File: config.mk
export PLATFORM = sky130hd
export DESIGN_NAME = adder_share_arbiter
export DESIGN_NICKNAME = d
export VERILOG_FILES = /design/src/rtl/adder_share_arbiter.sv
export SDC_FILE = /design/constraint.sdc
export NUM_CORES = 1
export LEC_CHECK = 0
export ABC_AREA = 1
export BUFFER_PORTS_ARGS = -buffer_cell sky130_fd_sc_hd__buf_2
export CAP_MARGIN = 40
export CELL_PAD_IN_SITES_DETAIL_PLACEMENT = 0
export CELL_PAD_IN_SITES_GLOBAL_PLACEMENT = 1
export CORE_ASPECT_RATIO = 1.25
export CORE_MARGIN = 5
export CORE_UTILIZATION = 28
export CTS_CLUSTER_DIAMETER = 120
export CTS_CLUSTER_SIZE = 14
export DETAILED_ROUTE_END_ITERATION = 10
export PLACE_DENSITY_LB_ADDON = 0.1
export REMOVE_ABC_BUFFERS = 1
export SLEW_MARGIN = 40
export SYNTH_ARGS = -nofsm -noshare
export SYNTH_HDL_FRONTEND = slang
export SYNTH_SLANG_ARGS = --single-unit
File: constraint.sdc
create_clock -name clock -period 3.23 [get_ports clock]
set_input_delay 0.4845 -clock clock [delete_from_list [all_inputs] [get_ports clock]]
set_output_delay 0.4845 -clock clock [all_outputs]
set_load 0.005 [all_outputs]
File: src/rtl/adder_share_arbiter.sv
// Round-robin arbiter that time-shares one adder among N_REQ requesters and
// returns results through a one-entry response register. Optional: ADDER_ARB_CARRY_EN.
module adder_share_arbiter #(
    parameter int N_REQ = 4,
    parameter int WIDTH = 8,
    parameter int ID_W  = 2
) (
    input  logic                   clock,
    input  logic                   reset,
    input  logic [N_REQ-1:0]       req_valid,
    output logic [N_REQ-1:0]       req_ready,
    input  logic [N_REQ*WIDTH-1:0] req_a,
    input  logic [N_REQ*WIDTH-1:0] req_b,
    output logic                   resp_valid,
    input  logic                   resp_ready,
    output logic [WIDTH-1:0]       resp_sum,
    output logic [ID_W-1:0]        resp_id
`ifdef ADDER_ARB_CARRY_EN
    ,
    output logic                   resp_carry
`endif
);

    typedef enum logic {
        EMPTY = 1'b0,
        FULL  = 1'b1
    } state_t;

    state_t            state;
    state_t            state_next;
    logic [ID_W-1:0]   rr_ptr;
    logic [ID_W-1:0]   winner;
    logic [ID_W-1:0]   scan_idx;
    int                scan_int;
    logic              found;
    logic              can_accept;
    logic              grant;
    logic [WIDTH-1:0]  a_arr [N_REQ];
    logic [WIDTH-1:0]  b_arr [N_REQ];
    logic [WIDTH-1:0]  a_sel;
    logic [WIDTH-1:0]  b_sel;

    for (genvar i = 0; i < N_REQ; i++) begin : g_unpack
        assign a_arr[i] = req_a[i*WIDTH +: WIDTH];
        assign b_arr[i] = req_b[i*WIDTH +: WIDTH];
    end

    // NOTE: every variable written in always_comb gets a default first, so no path leaves it unassigned and infers a latch.
    always_comb begin
        winner   = '0;
        found    = 1'b0;
        scan_idx = '0;
        scan_int = 0;
        for (int k = 0; k < N_REQ; k++) begin
            scan_int = int'(rr_ptr) + k;
            if (scan_int >= N_REQ) begin
                scan_int = scan_int - N_REQ;
            end
            scan_idx = ID_W'(scan_int);
            if (!found && req_valid[scan_idx]) begin
                found  = 1'b1;
                winner = scan_idx;
            end
        end
    end

    assign can_accept = (state == EMPTY) || (resp_valid && resp_ready);

    // Reset gates the grant: state already reads EMPTY while reset is high.
    always_comb begin
        req_ready = '0;
        if (!reset && can_accept && found) begin
            req_ready[winner] = 1'b1;
        end
    end

    assign grant = |req_ready;
    assign a_sel = a_arr[winner];
    assign b_sel = b_arr[winner];

`ifdef ADDER_ARB_CARRY_EN
    logic [WIDTH:0] sum_full;
    assign sum_full = {1'b0, a_sel} + {1'b0, b_sel};
`else
    logic [WIDTH-1:0] sum_full;
    assign sum_full = a_sel + b_sel;
`endif

    // NOTE: sequential state uses non-blocking assignments so every register samples pre-edge values.
    always_ff @(posedge clock or posedge reset) begin
        if (reset) begin
            state <= EMPTY;
        end else begin
            state <= state_next;
        end
    end

    always_comb begin
        state_next = state;
        case (state)
            EMPTY: if (grant) state_next = FULL;
            FULL:  if (!grant && resp_ready) state_next = EMPTY;
            default: state_next = EMPTY;
        endcase
    end

    always_comb begin
        resp_valid = (state == FULL);
    end

    // NOTE: the response datapath registers are reset too, because their cleared values are observable outputs.
    always_ff @(posedge clock or posedge reset) begin
        if (reset) begin
            resp_sum <= '0;
            resp_id  <= '0;
            rr_ptr   <= '0;
`ifdef ADDER_ARB_CARRY_EN
            resp_carry <= 1'b0;
`endif
        end else if (grant) begin
            resp_sum <= sum_full[WIDTH-1:0];
            resp_id  <= winner;
            rr_ptr   <= (winner == ID_W'(N_REQ - 1)) ? '0 : winner + 1'b1;
`ifdef ADDER_ARB_CARRY_EN
            resp_carry <= sum_full[WIDTH];
`endif
        end
    end

endmodule

==> summary.md <==
| Metric | Value |
|---|---|
| Status | finished, final reports clean |
| Number of global-route vias before repair | 2,128 |
| Share of layout cells above drive strength 1 | 55.09% |
| Post-synth EDFFs | 0 |
| Clock tree buffer depth | 2 |
| Ys Warns | 0 |
| Kind of critical path | reg2reg |
| Fmax | 318.5 MHz |
| Via density | 4.585 |
| WP data arrival | 3.27 ns |
| Slowest CP cell | dfrtp_2 |
| CP delay by family, top | simple AND/OR/NAND/NOR gates |
| Max incr delay on CP | 0.48 ns |
| Via count | 2,132 |
| Cell Rows | 31 |
| Startpoint Class | flop |
| Grt total ovfl | 0 |
| Total GRT Usage | 14.23% |
| Setup violators final | 0 |
| Mapped Area | 1705 sq um |
| First-pass GRT wire length | 9.108 mm |
| Final hold vios | 0 |
| Worst flop-to-flop path startpoint | rr_ptr[0]$_DFFE_PP0P_ |
| Fill count | 638 |
| Max FO, Critical Path | 8 |
| TritonCTS clock tree | built |
| Final WL | 5.765 mm |
| Die area | 7761 sq um |
| Buffers & Inverters on Critical Path | 4 |
| Die Wd | 79.81 microns |
| Synth area leader | dfrtp_1 |
| WP data required | 3.36 ns |
| Clock Sinks | 13 |
| Seq cells post-synth | 13 |
| DIE HEIGHT | 97.26 microns |
| Final Skew | 0.004418 ns |
| Largest net degree at the start of global routing | 19 |
| Slew margin rel. | 63.63% |
| Most frequent CP cell | nand2_4 |
| Worst skew pair latency | 0.24 ns |
| Fin crit share | 97.20% |
| Drt drc | 0 |
| Core Area | 5857 sq um |
| Initial DRC Count | 48 |
| CTS root buf | clkbuf_8 |
| Fraction of registers with async set/reset | 100.0% |
| Synthesis-to-finish area growth | 67.35% |
| Final instance area | 2854 sq um |
| Area share of the leading cell type in the synthesized netlist | 19.08% |
| Worst setup EP type | flop |
| Clock-pin slew on the worst setup and hold paths | 0.06 ns |
| Area of the multi-input gates | 1398 sq um |
| Diodes inserted | 0 |
| Slew @ Worst Pin | 0.5450 ns |
| Syn_area_per_cell | 6.636 sq um |
| Register Area | 326.6 sq um |
| Clock period minus worst slack | 3.140 ns |
| Routed Antenna Nets | 0 |
| Distinct cells, synth | 32 |
| DR pass1 iterations | 4 |
| Max_cap viols | 0 |
| Dpl cell area | 2391 sq um |
| Starting density of the core | 29.12% |
| Worst Setup SP | rr_ptr[0]$_DFFE_PP0P_ |
| Synth area leaders | dfrtp_1 19%, nand2_1 12%, ha_1 8.1% |
| Min-delay worst type | in2async |
| Detailed placer's ending HPWL | 4.674 mm |
| H-tree depth | 1 |
| Mapped Cells | 257 |
| DR WL/cell | 12.40 microns |
| Sequential fraction of the synthesis area | 19.08% |
| IO Pins | 86 |
| CTS Hold Bufs | 0 |
| TritonCTS buffer count | 3 |
| Worst path cell trace | clkinvlp_4, nand2_2, nand2_4, nand2_4, nand2_4, nor2_8, nand3_4, nand3_4, buf_12, clkbuf_16, nor2_2, o22ai_1, ha_2, inv_2, fa_2, o21ai_4, a21oi_2, o21ai_1, xor2_1, o21ai_2 |
| Initial antenna violation count | 0 |
| IO buf count | 85 |
| RSZ-0062 raised after global routing | true |
| Slew Viols, Final | 0 |
| Most used DFF post-synth | dfrtp_1 |
| Nets | 467 |
| RD Place Congestion | 0.8049 |
[worst paths after layout]
| path | endpoint | slack, ns | depth (start not counted) |
|---|---|---|---|
| setup / recovery | resp_sum[6]$_DFFE_PP0P_ | 0.09 | 20 |
| hold / removal | rr_ptr[1]$_DFFE_PP0P_ | 0.29 | 2 |
| setup reg to reg | resp_sum[6]$_DFFE_PP0P_ | 0.09 | 20 |
| hold reg to reg | resp_sum[4]$_DFFE_PP0P_ | 0.48 | 2 |
| min in group clock | resp_valid$_DFF_PP0_ | 0.43 | 2 |
| max in group asynchronous | rr_ptr[0]$_DFFE_PP0P_ | 2.55 | 2 |
[state kept, by name, indices dropped and copies added, names as in the netlist]
signal	flops
resp_id	2
rr_ptr	2
resp_sum	8
resp_valid	1
[stage by stage]
stage | instances | utilization, % | hold WS, ns | worst slack (ns) | TNS, ns
2_1_floorplan | 247 | - | 0.3615 | -0.4657 | -0.7424
3_3_place_gp | 444 | 40.82 | 0.4657 | -0.08909 | -0.1055
3_5_place_dp | 444 | 40.82 | 0.4709 | -0.1347 | -0.1650
4_1_cts | 449 | 41.89 | 0.3185 | 0.007180 | 0
5_1_grt | 465 | 48.73 | 0.3451 | -0.09979 | -0.1989
6_report | 465 | 48.73 | 0.2892 | 0.09031 | 0
[routing by layer]
layer | wire length, microns | track usage (%)
met5 | 0 | 0
met4 | 29 | 3.511
met3 | 209 | 1.113
met2 | 3302 | 27.52
met1 | 2223 | 16.34
[synthesized netlist by cell type, types with 3 or more instances]
cell type  number
nor2_2          4
xor2_1          3
buf_2           3
nand2_2         9
o22ai_1        12
xnor2_1         6
nor2_1         28
inv_1          23
ha_1           11
o21ai_0        19
dfrtp_1        13
nand3_2         3
nand2_4         3
nand3_1        10
o21ai_1        15
a21oi_1         8
buf_4           6
nand4_1         3
inv_2           4
o21ai_2         6
nand2_1        55
[placed cells by master, fill, tap and decap left out, types with 9 or more instances in the layout]
| master | Yosys | layout |
|---|---|---|
| nor2_1 | 28 | 24 |
| nand2_2 | 9 | 16 |
| nand2_4 | 3 | 11 |
| buf_4 | 6 | 35 |
| o21ai_2 | 6 | 11 |
| o22ai_1 | 12 | 11 |
| dfrtp_1 | 13 | 12 |
| buf_2 | 3 | 85 |
| o21ai_1 | 15 | 20 |
| ha_1 | 11 | 9 |
| nand2_1 | 55 | 40 |
| inv_1 | 23 | 21 |
[worst reg2reg max path, stage by stage (launching register included)]
cell	delay [ns]
dfrtp_2	0.48
clkinvlp_4	0.18
nand2_2	0.11
nand2_4	0.08
nand2_4	0.08
nand2_4	0.06
nor2_8	0.14
nand3_4	0.09
nand3_4	0.12
buf_12	0.12
clkbuf_16	0.13
nor2_2	0.03
o22ai_1	0.15
ha_2	0.22
inv_2	0.04
fa_2	0.38
o21ai_4	0.15
a21oi_2	0.07
o21ai_1	0.15
xor2_1	0.18
o21ai_2	0.06
[kinds of logic after synthesis]
group	synth area share, %
AO/OA/AOI/OAI	21.94
XOR/XNOR	4.622
adder cells (fa/ha/maj)	9.244
buffers and inverters	11.37
flip-flops	19.08
AND/OR/NAND/NOR	33.75
[final cells by class]
type	count	area share, %
sequential	13	11.44
multi-input combinational	205	48.97
timing repair inverter	1	0.2630
tap	82	3.595
inverter	29	4.340
clock buffer	4	1.578
timing repair buffer	131	29.81
[timing repair]
action	in CTS	in global routing
cloned	1	1
pin swaps	0	43
endpoints found under the setup margin	2	3
buffers inserted	0	16
resized for setup	6	76
Power is left out: the tool's default activity adds up to more than one toggle a clock period on the data nets, which glitch-free logic cannot reach.
